===== config.mk =====
export PLATFORM = sky130hd
export DESIGN_NAME = bt_uart_tx
export DESIGN_NICKNAME = d
export VERILOG_FILES = /design/src/rtl/bt_uart_tx.sv
export SDC_FILE = /design/constraint.sdc
export NUM_CORES = 1
export LEC_CHECK = 0
export CORE_UTILIZATION = 49
export CTS_BUF_LIST = sky130_fd_sc_hd__clkbuf_8 sky130_fd_sc_hd__clkbuf_16
export CTS_CLUSTER_SIZE = 30
export DETAILED_ROUTE_END_ITERATION = 6
export PLACE_DENSITY = 0.77
export SYNTH_ARGS = -nofsm -noshare
export SYNTH_HDL_FRONTEND = slang
export SYNTH_SLANG_ARGS = --single-unit

===== constraint.sdc =====
create_clock -name clock -period 2.75 [get_ports clock]
set_input_delay 0.4125 -clock clock [delete_from_list [all_inputs] [get_ports clock]]
set_output_delay 0.4125 -clock clock [all_outputs]
set_load 0.02 [all_outputs]

===== src/rtl/bt_uart_tx.sv =====
// bt_uart_tx_fifo: single-clock byte queue between the bus push side and the UART serialiser.
// Latency: a push at edge N is visible in count and at pop_dat after edge N; pop_dat is read combinationally.
// Backpressure: push_rdy is low while full and a push presented then is ignored; pop is only honoured when non-empty.
module bt_uart_tx_fifo #(
   parameter int WIDTH = 8,
   parameter int DEPTH = 16
) (
   input  logic                        clock,
   input  logic                        reset,
   input  logic                        push_vld,
   output logic                        push_rdy,
   input  logic [WIDTH-1:0]            push_dat,
   output logic                        pop_vld,
   input  logic                        pop_rdy,
   output logic [WIDTH-1:0]            pop_dat,
   output logic [$clog2(DEPTH+1)-1:0]  count
);

   localparam int PTR_W = $clog2(DEPTH);
   localparam int CNT_W = $clog2(DEPTH + 1);

   logic [WIDTH-1:0] mem [DEPTH];
   logic [PTR_W-1:0] wr_ptr;
   logic [PTR_W-1:0] rd_ptr;
   logic             push_fire;
   logic             pop_fire;

   assign push_rdy  = (count != CNT_W'(DEPTH));
   assign pop_vld   = (count != '0);
   assign push_fire = push_vld && push_rdy;
   assign pop_fire  = pop_rdy && pop_vld;
   assign pop_dat   = mem[rd_ptr];

   // Storage: written only on an accepted push outside reset; contents need no clearing.
   always_ff @(posedge clock) begin
      if (!reset && push_fire) begin
         mem[wr_ptr] <= push_dat;
      end
   end

   // Pointers wrap naturally because DEPTH is a power of two; count tracks occupancy.
   always_ff @(posedge clock) begin
      if (reset) begin
         wr_ptr <= '0;
         rd_ptr <= '0;
         count  <= '0;
      end else begin
         if (push_fire) begin
            wr_ptr <= wr_ptr + PTR_W'(1);
         end
         if (pop_fire) begin
            rd_ptr <= rd_ptr + PTR_W'(1);
         end
         case ({push_fire, pop_fire})
            2'b10:   count <= count + CNT_W'(1);
            2'b01:   count <= count - CNT_W'(1);
            default: count <= count;
         endcase
      end
   end

endmodule

// bt_uart_tx: 8N1 UART transmitter for the Bluetooth link, fed from a byte FIFO and gated by active-low CTS.
// Latency: a byte pushed at edge N can pop at edge N+1; BT_TX falls after the pop; a frame is 10*CLKS_PER_BIT cycles.
// Backpressure: tx_ready low while the FIFO is full; BT_CTS high holds new frames at IDLE but never cuts one short.
module bt_uart_tx #(
   parameter int CLKS_PER_BIT = 868,
   parameter int FIFO_DEPTH   = 16
) (
   input  logic                             clock,
   input  logic                             reset,
   input  logic [7:0]                       tx_data,
   input  logic                             tx_valid,
   output logic                             tx_ready,
   input  logic                             BT_CTS,
   output logic                             BT_TX,
   output logic                             busy,
   output logic [$clog2(FIFO_DEPTH+1)-1:0]  fifo_count
);

   localparam int BAUD_W = $clog2(CLKS_PER_BIT);

   localparam logic [1:0] ST_IDLE  = 2'd0;
   localparam logic [1:0] ST_START = 2'd1;
   localparam logic [1:0] ST_DATA  = 2'd2;
   localparam logic [1:0] ST_STOP  = 2'd3;

   logic [1:0]        state;
   logic [BAUD_W-1:0] baud_cnt;
   logic [2:0]        bit_idx;
   logic [7:0]        shift;
   logic              bt_tx_q;
   logic              cts_meta;
   logic              cts_n;
   logic              fifo_vld;
   logic [7:0]        fifo_dat;
   logic              pop;
   logic              bit_end;

   // A new frame may start only from IDLE, with data queued and the synchronised CTS asserted (low).
   assign pop     = (state == ST_IDLE) && fifo_vld && !cts_n;
   assign bit_end = (baud_cnt == BAUD_W'(CLKS_PER_BIT - 1));

   assign BT_TX = bt_tx_q;
   assign busy  = (state != ST_IDLE) || (fifo_count != '0);

   bt_uart_tx_fifo #(
      .WIDTH (8),
      .DEPTH (FIFO_DEPTH)
   ) u_fifo (
      .clock    (clock),
      .reset    (reset),
      .push_vld (tx_valid),
      .push_rdy (tx_ready),
      .push_dat (tx_data),
      .pop_vld  (fifo_vld),
      .pop_rdy  (pop),
      .pop_dat  (fifo_dat),
      .count    (fifo_count)
   );

   // Two-flop synchroniser for the asynchronous CTS line; resets to "not clear".
   always_ff @(posedge clock) begin
      if (reset) begin
         cts_meta <= 1'b1;
         cts_n    <= 1'b1;
      end else begin
         cts_meta <= BT_CTS;
         cts_n    <= cts_meta;
      end
   end

   // Frame sequencer: start bit, 8 data bits LSB first, stop bit; BT_TX is driven from a flop.
   always_ff @(posedge clock) begin
      if (reset) begin
         state    <= ST_IDLE;
         baud_cnt <= '0;
         bit_idx  <= '0;
         shift    <= '0;
         bt_tx_q  <= 1'b1;
      end else begin
         case (state)
            ST_IDLE: begin
               bt_tx_q  <= 1'b1;
               baud_cnt <= '0;
               bit_idx  <= '0;
               if (pop) begin
                  shift   <= fifo_dat;
                  bt_tx_q <= 1'b0;
                  state   <= ST_START;
               end
            end
            ST_START: begin
               if (bit_end) begin
                  baud_cnt <= '0;
                  bit_idx  <= '0;
                  bt_tx_q  <= shift[0];
                  state    <= ST_DATA;
               end else begin
                  baud_cnt <= baud_cnt + BAUD_W'(1);
               end
            end
            ST_DATA: begin
               if (bit_end) begin
                  baud_cnt <= '0;
                  shift    <= {1'b0, shift[7:1]};
                  bit_idx  <= bit_idx + 3'd1;
                  if (bit_idx == 3'd7) begin
                     bt_tx_q <= 1'b1;
                     state   <= ST_STOP;
                  end else begin
                     // Next bit is already sitting one place up in the shift register.
                     bt_tx_q <= shift[1];
                  end
               end else begin
                  baud_cnt <= baud_cnt + BAUD_W'(1);
               end
            end
            ST_STOP: begin
               bt_tx_q <= 1'b1;
               if (bit_end) begin
                  baud_cnt <= '0;
                  state    <= ST_IDLE;
               end else begin
                  baud_cnt <= baud_cnt + BAUD_W'(1);
               end
            end
            default: begin
               state   <= ST_IDLE;
               bt_tx_q <= 1'b1;
            end
         endcase
      end
   end

endmodule

==> flow_summary.ini <==
[global_routing]
grt_max_degree = 31
gr-usage-met1_pct = 23.7
grt_pass1_wl_um = 20200
grt_use_met2_pct = 29.4
busiest_layer = met2
grt_util_met3_pct = 6.55
first_global_vias = 3983
track_usage_pct = 18.7
antenna_found_initial = 0
grt-ovfl-total = 0

[cells_and_area]
layout.cells.non_filler = 702
drive_gt1_share_pct = 19.2
finish.utilization_pct = 59.0
final_area_um2 = 8250
antenna_cells = 0
fin_nets = 537
areaGrowthSynthToFinish_pct = 16.3

[synthesis]
async_reset_ff_share_pct = 0
synthSimpleGateAreaFrac_pct = 8.27
syn_nets = 489
synth_fa_ha_area_share_pct = 2.82
synth_top_family_by_area = multiplexers
synth_top_area_share_pct = 54.2
ys_warn_count = 0
ys.flop_type = edfxtp_1
yosysSeqAreaShare_pct = 66.3
syn_area_um2 = 7090
synth-seq-cells = 171
synth_xor_area_share_pct = 2.10
yosysMostFrequentCell = edfxtp_1
synth_area_leaders = edfxtp_1, dfxtp_1, mux4_2, mux4_1, ha_1
synth-compound-area-share_pct = 5.19
synth.avg_cell_area_um2 = 15.4
synthMuxAreaShare_pct = 13.0
ys_types = 50
synth_common_cells = edfxtp_1, nor2_1, dfxtp_1, nand2_1, mux4_2
yosys.area.top_type = edfxtp_1
synth_edf_count = 128
syn_inst = 461

[drt]
routed_wl_um = 12800
wl_per_cell_um = 18.2
vias = 3926
antenna_left = 0
drt_iter0_drc = 240
dr.pass1.iters = 7
avgViaCountPerCell = 5.59
drc_errors = 0

[cts]
cts-root-buf = clkbuf_16
cts_tree = built
cts_sinks = 171
clk_latency_ns = 0.43
cts_buffers = 17
clkTransAtPathRegs_ns = 0.07
clk_path_buf_depth = 2
cts_max_level = 4

[floorplanning]
design.core.area_um2 = 14000
fp.dieH_um = 122
die_w_um = 122
ios = 20
die-area_um2 = 15000
rows = 43
initial_utilization_pct = 50.7

[setup_path]
r2r_start = u_fifo.count[2]$_SDFFE_PP0P_
cp.required_ns = 3.07
worst_r2r_endpoint = u_fifo.count[4]$_SDFFE_PP0P_
cp_cell_sequence = or4_4 -> o211ai_4 -> inv_2 -> ha_4 -> xor2_2 -> ha_2 -> a21oi_2 -> o22ai_1 -> a222oi_1 -> or4_1 -> nand2_1
cp-endpoint = u_fifo.count[4]$_SDFFE_PP0P_
rrSetupSlack_ns = -0.02
startpoint = u_fifo.count[2]$_SDFFE_PP0P_
critPathMaxStageDelay_ns = 0.58
slowest_stage = or4_4
start_kind = register
reg2regPathDepth = 11
endpoint_kind = register
worstSetupPathType = register to register
critical_path_arrival_ns = 3.09
critPathMaxFanout = 6

[sta]
fin_crit_ns = 2.77
finalHoldViolations = 0
maxSlewViolCount = 0
finalSetupViolCount = 1
tns_ns = -0.0162
fmax_mhz = 362
worst_pin_slew_ns = 0.896
fin_crit_sh_pct = 101
slew_headroom_pct = 39.8
fin_ws_ns = -0.0162
fin_skew_ns = 0.0117

[power]
p_leak_uw = 0.00281
max-vdd-ir-drop_mv = 0.625
power.density_nw_per_um2 = 714
fin_total_pwr_uw = 5890

[outcome]
run_status = finished, violations left
violations = negative setup slack

[worst_hold_path]
holdCritPathClass = register to register

[place]
place_congestion = 0.797
placed_area_um2 = 7600
dp_hpwl_um = 8340
dp_cells = 665
io_buffer_count = 19

[job]
maxCapViolations = 0
## worst min-delay path by stage
stage | slack [ns] | from | cells past startpoint | end
after floorplan | 0.39 | cts_meta$_SDFF_PP1_ | 1 | cts_n$_SDFF_PP1_
after global placement | 0.40 | cts_meta$_SDFF_PP1_ | 1 | cts_n$_SDFF_PP1_
after detailed placement | 0.40 | cts_meta$_SDFF_PP1_ | 1 | cts_n$_SDFF_PP1_
after CTS | 0.43 | cts_meta$_SDFF_PP1_ | 1 | cts_n$_SDFF_PP1_
after global routing | 0.44 | cts_meta$_SDFF_PP1_ | 1 | cts_n$_SDFF_PP1_
final | 0.42 | cts_meta$_SDFF_PP1_ | 1 | cts_n$_SDFF_PP1_
## routing by layer
layer	part of all wire (%)	wire length (um)	vias to the layer above
li1	-	-	1854
met1	43	5520	1948
met2	50	6330	102
met3	5.2	662	22
met4	1.9	236	0
met5	0	0	-
## layout by cell type, fill, tap and decap left out, drive strengths merged, types with 3 or more instances in the layout
cell           count
nand2             29
ha                16
clkbuf            17
mux4              31
a22oi              5
inv               18
buf               31
xnor2              5
a21oi              9
a31oi              3
o21ai             16
xor2              12
and2               9
o211ai             3
a21o               3
mux2i             19
nand3             10
and4               3
or3                3
o2bb2ai            3
clkinv             4
nor2              44
dfxtp             43
clkdlybuf4s50     19
edfxtp           128
nand2b             4
a221oi             4
nor3               7
## worst max-delay path, delay by kind of cell, from the launching register on
kind / cells / cell delay, ns
adders and majority gates: 2 / 0.34
buffers and inverters: 1 / 0.08
AOI/OAI and AO/OA: 4 / 0.94
DFF: 1 / 0.36
and+or+nand+nor: 3 / 0.79
xor gates and xnor gates: 1 / 0.14
## cell families (layout without fill, tap and decap cells)
family | after synthesis | count (layout)
flops | 171 | 171
simple gates | 123 | 123
compound gates | 52 | 52
mux | 50 | 50
buf+inv | 32 | 93
xor+xnor | 17 | 17
fa+ha+maj | 16 | 16
## state kept, by name (all words and copies together) (netlist names), named ones only
signal and cells:
u_fifo.mem 128, baud_cnt 10, u_fifo.rd_ptr 4, cts_meta 1, u_fifo.wr_ptr 4, shift 8, state 2, bit_idx 3
u_fifo.count 5, cts_n 1, BT_TX 1
## cell type report
| class | instances | area (um^2) |
|---|---|---|
| fill | 1026 | 5740 |
| sequential | 171 | 4710 |
| multi-input combinational | 258 | 2260 |
| clock buffer | 17 | 425 |
| timing repair buffer | 50 | 423 |
| tap | 180 | 225 |
| clock inverter | 15 | 163 |
| inverter | 11 | 41.3 |
## through the flow
| stage | setup WS, ns | hold slack [ns] |
|---|---|---|
| floorplan | -0.0525 | 0.389 |
| global placement | 0.132 | 0.402 |
| detailed placement | 0.0517 | 0.402 |
| CTS | 0.0129 | 0.431 |
| global route | -0.130 | 0.437 |
| finish | -0.0162 | 0.423 |
## power breakdown
group / total (uW) / switching (uW) / internal [uW]
sequential: 2880 / 53.4 / 2830
clock: 2350 / 1000 / 1350
combinational: 654 / 358 / 296
total: 5890 / 1410 / 4480
## timing repair
item,4_1_cts,5_1_grt
buffers inserted,0,5
hold buffers,0,0
endpoints found under the setup margin,0,1
gates resized for setup,0,3
Power figures use the tool's default switching activity.
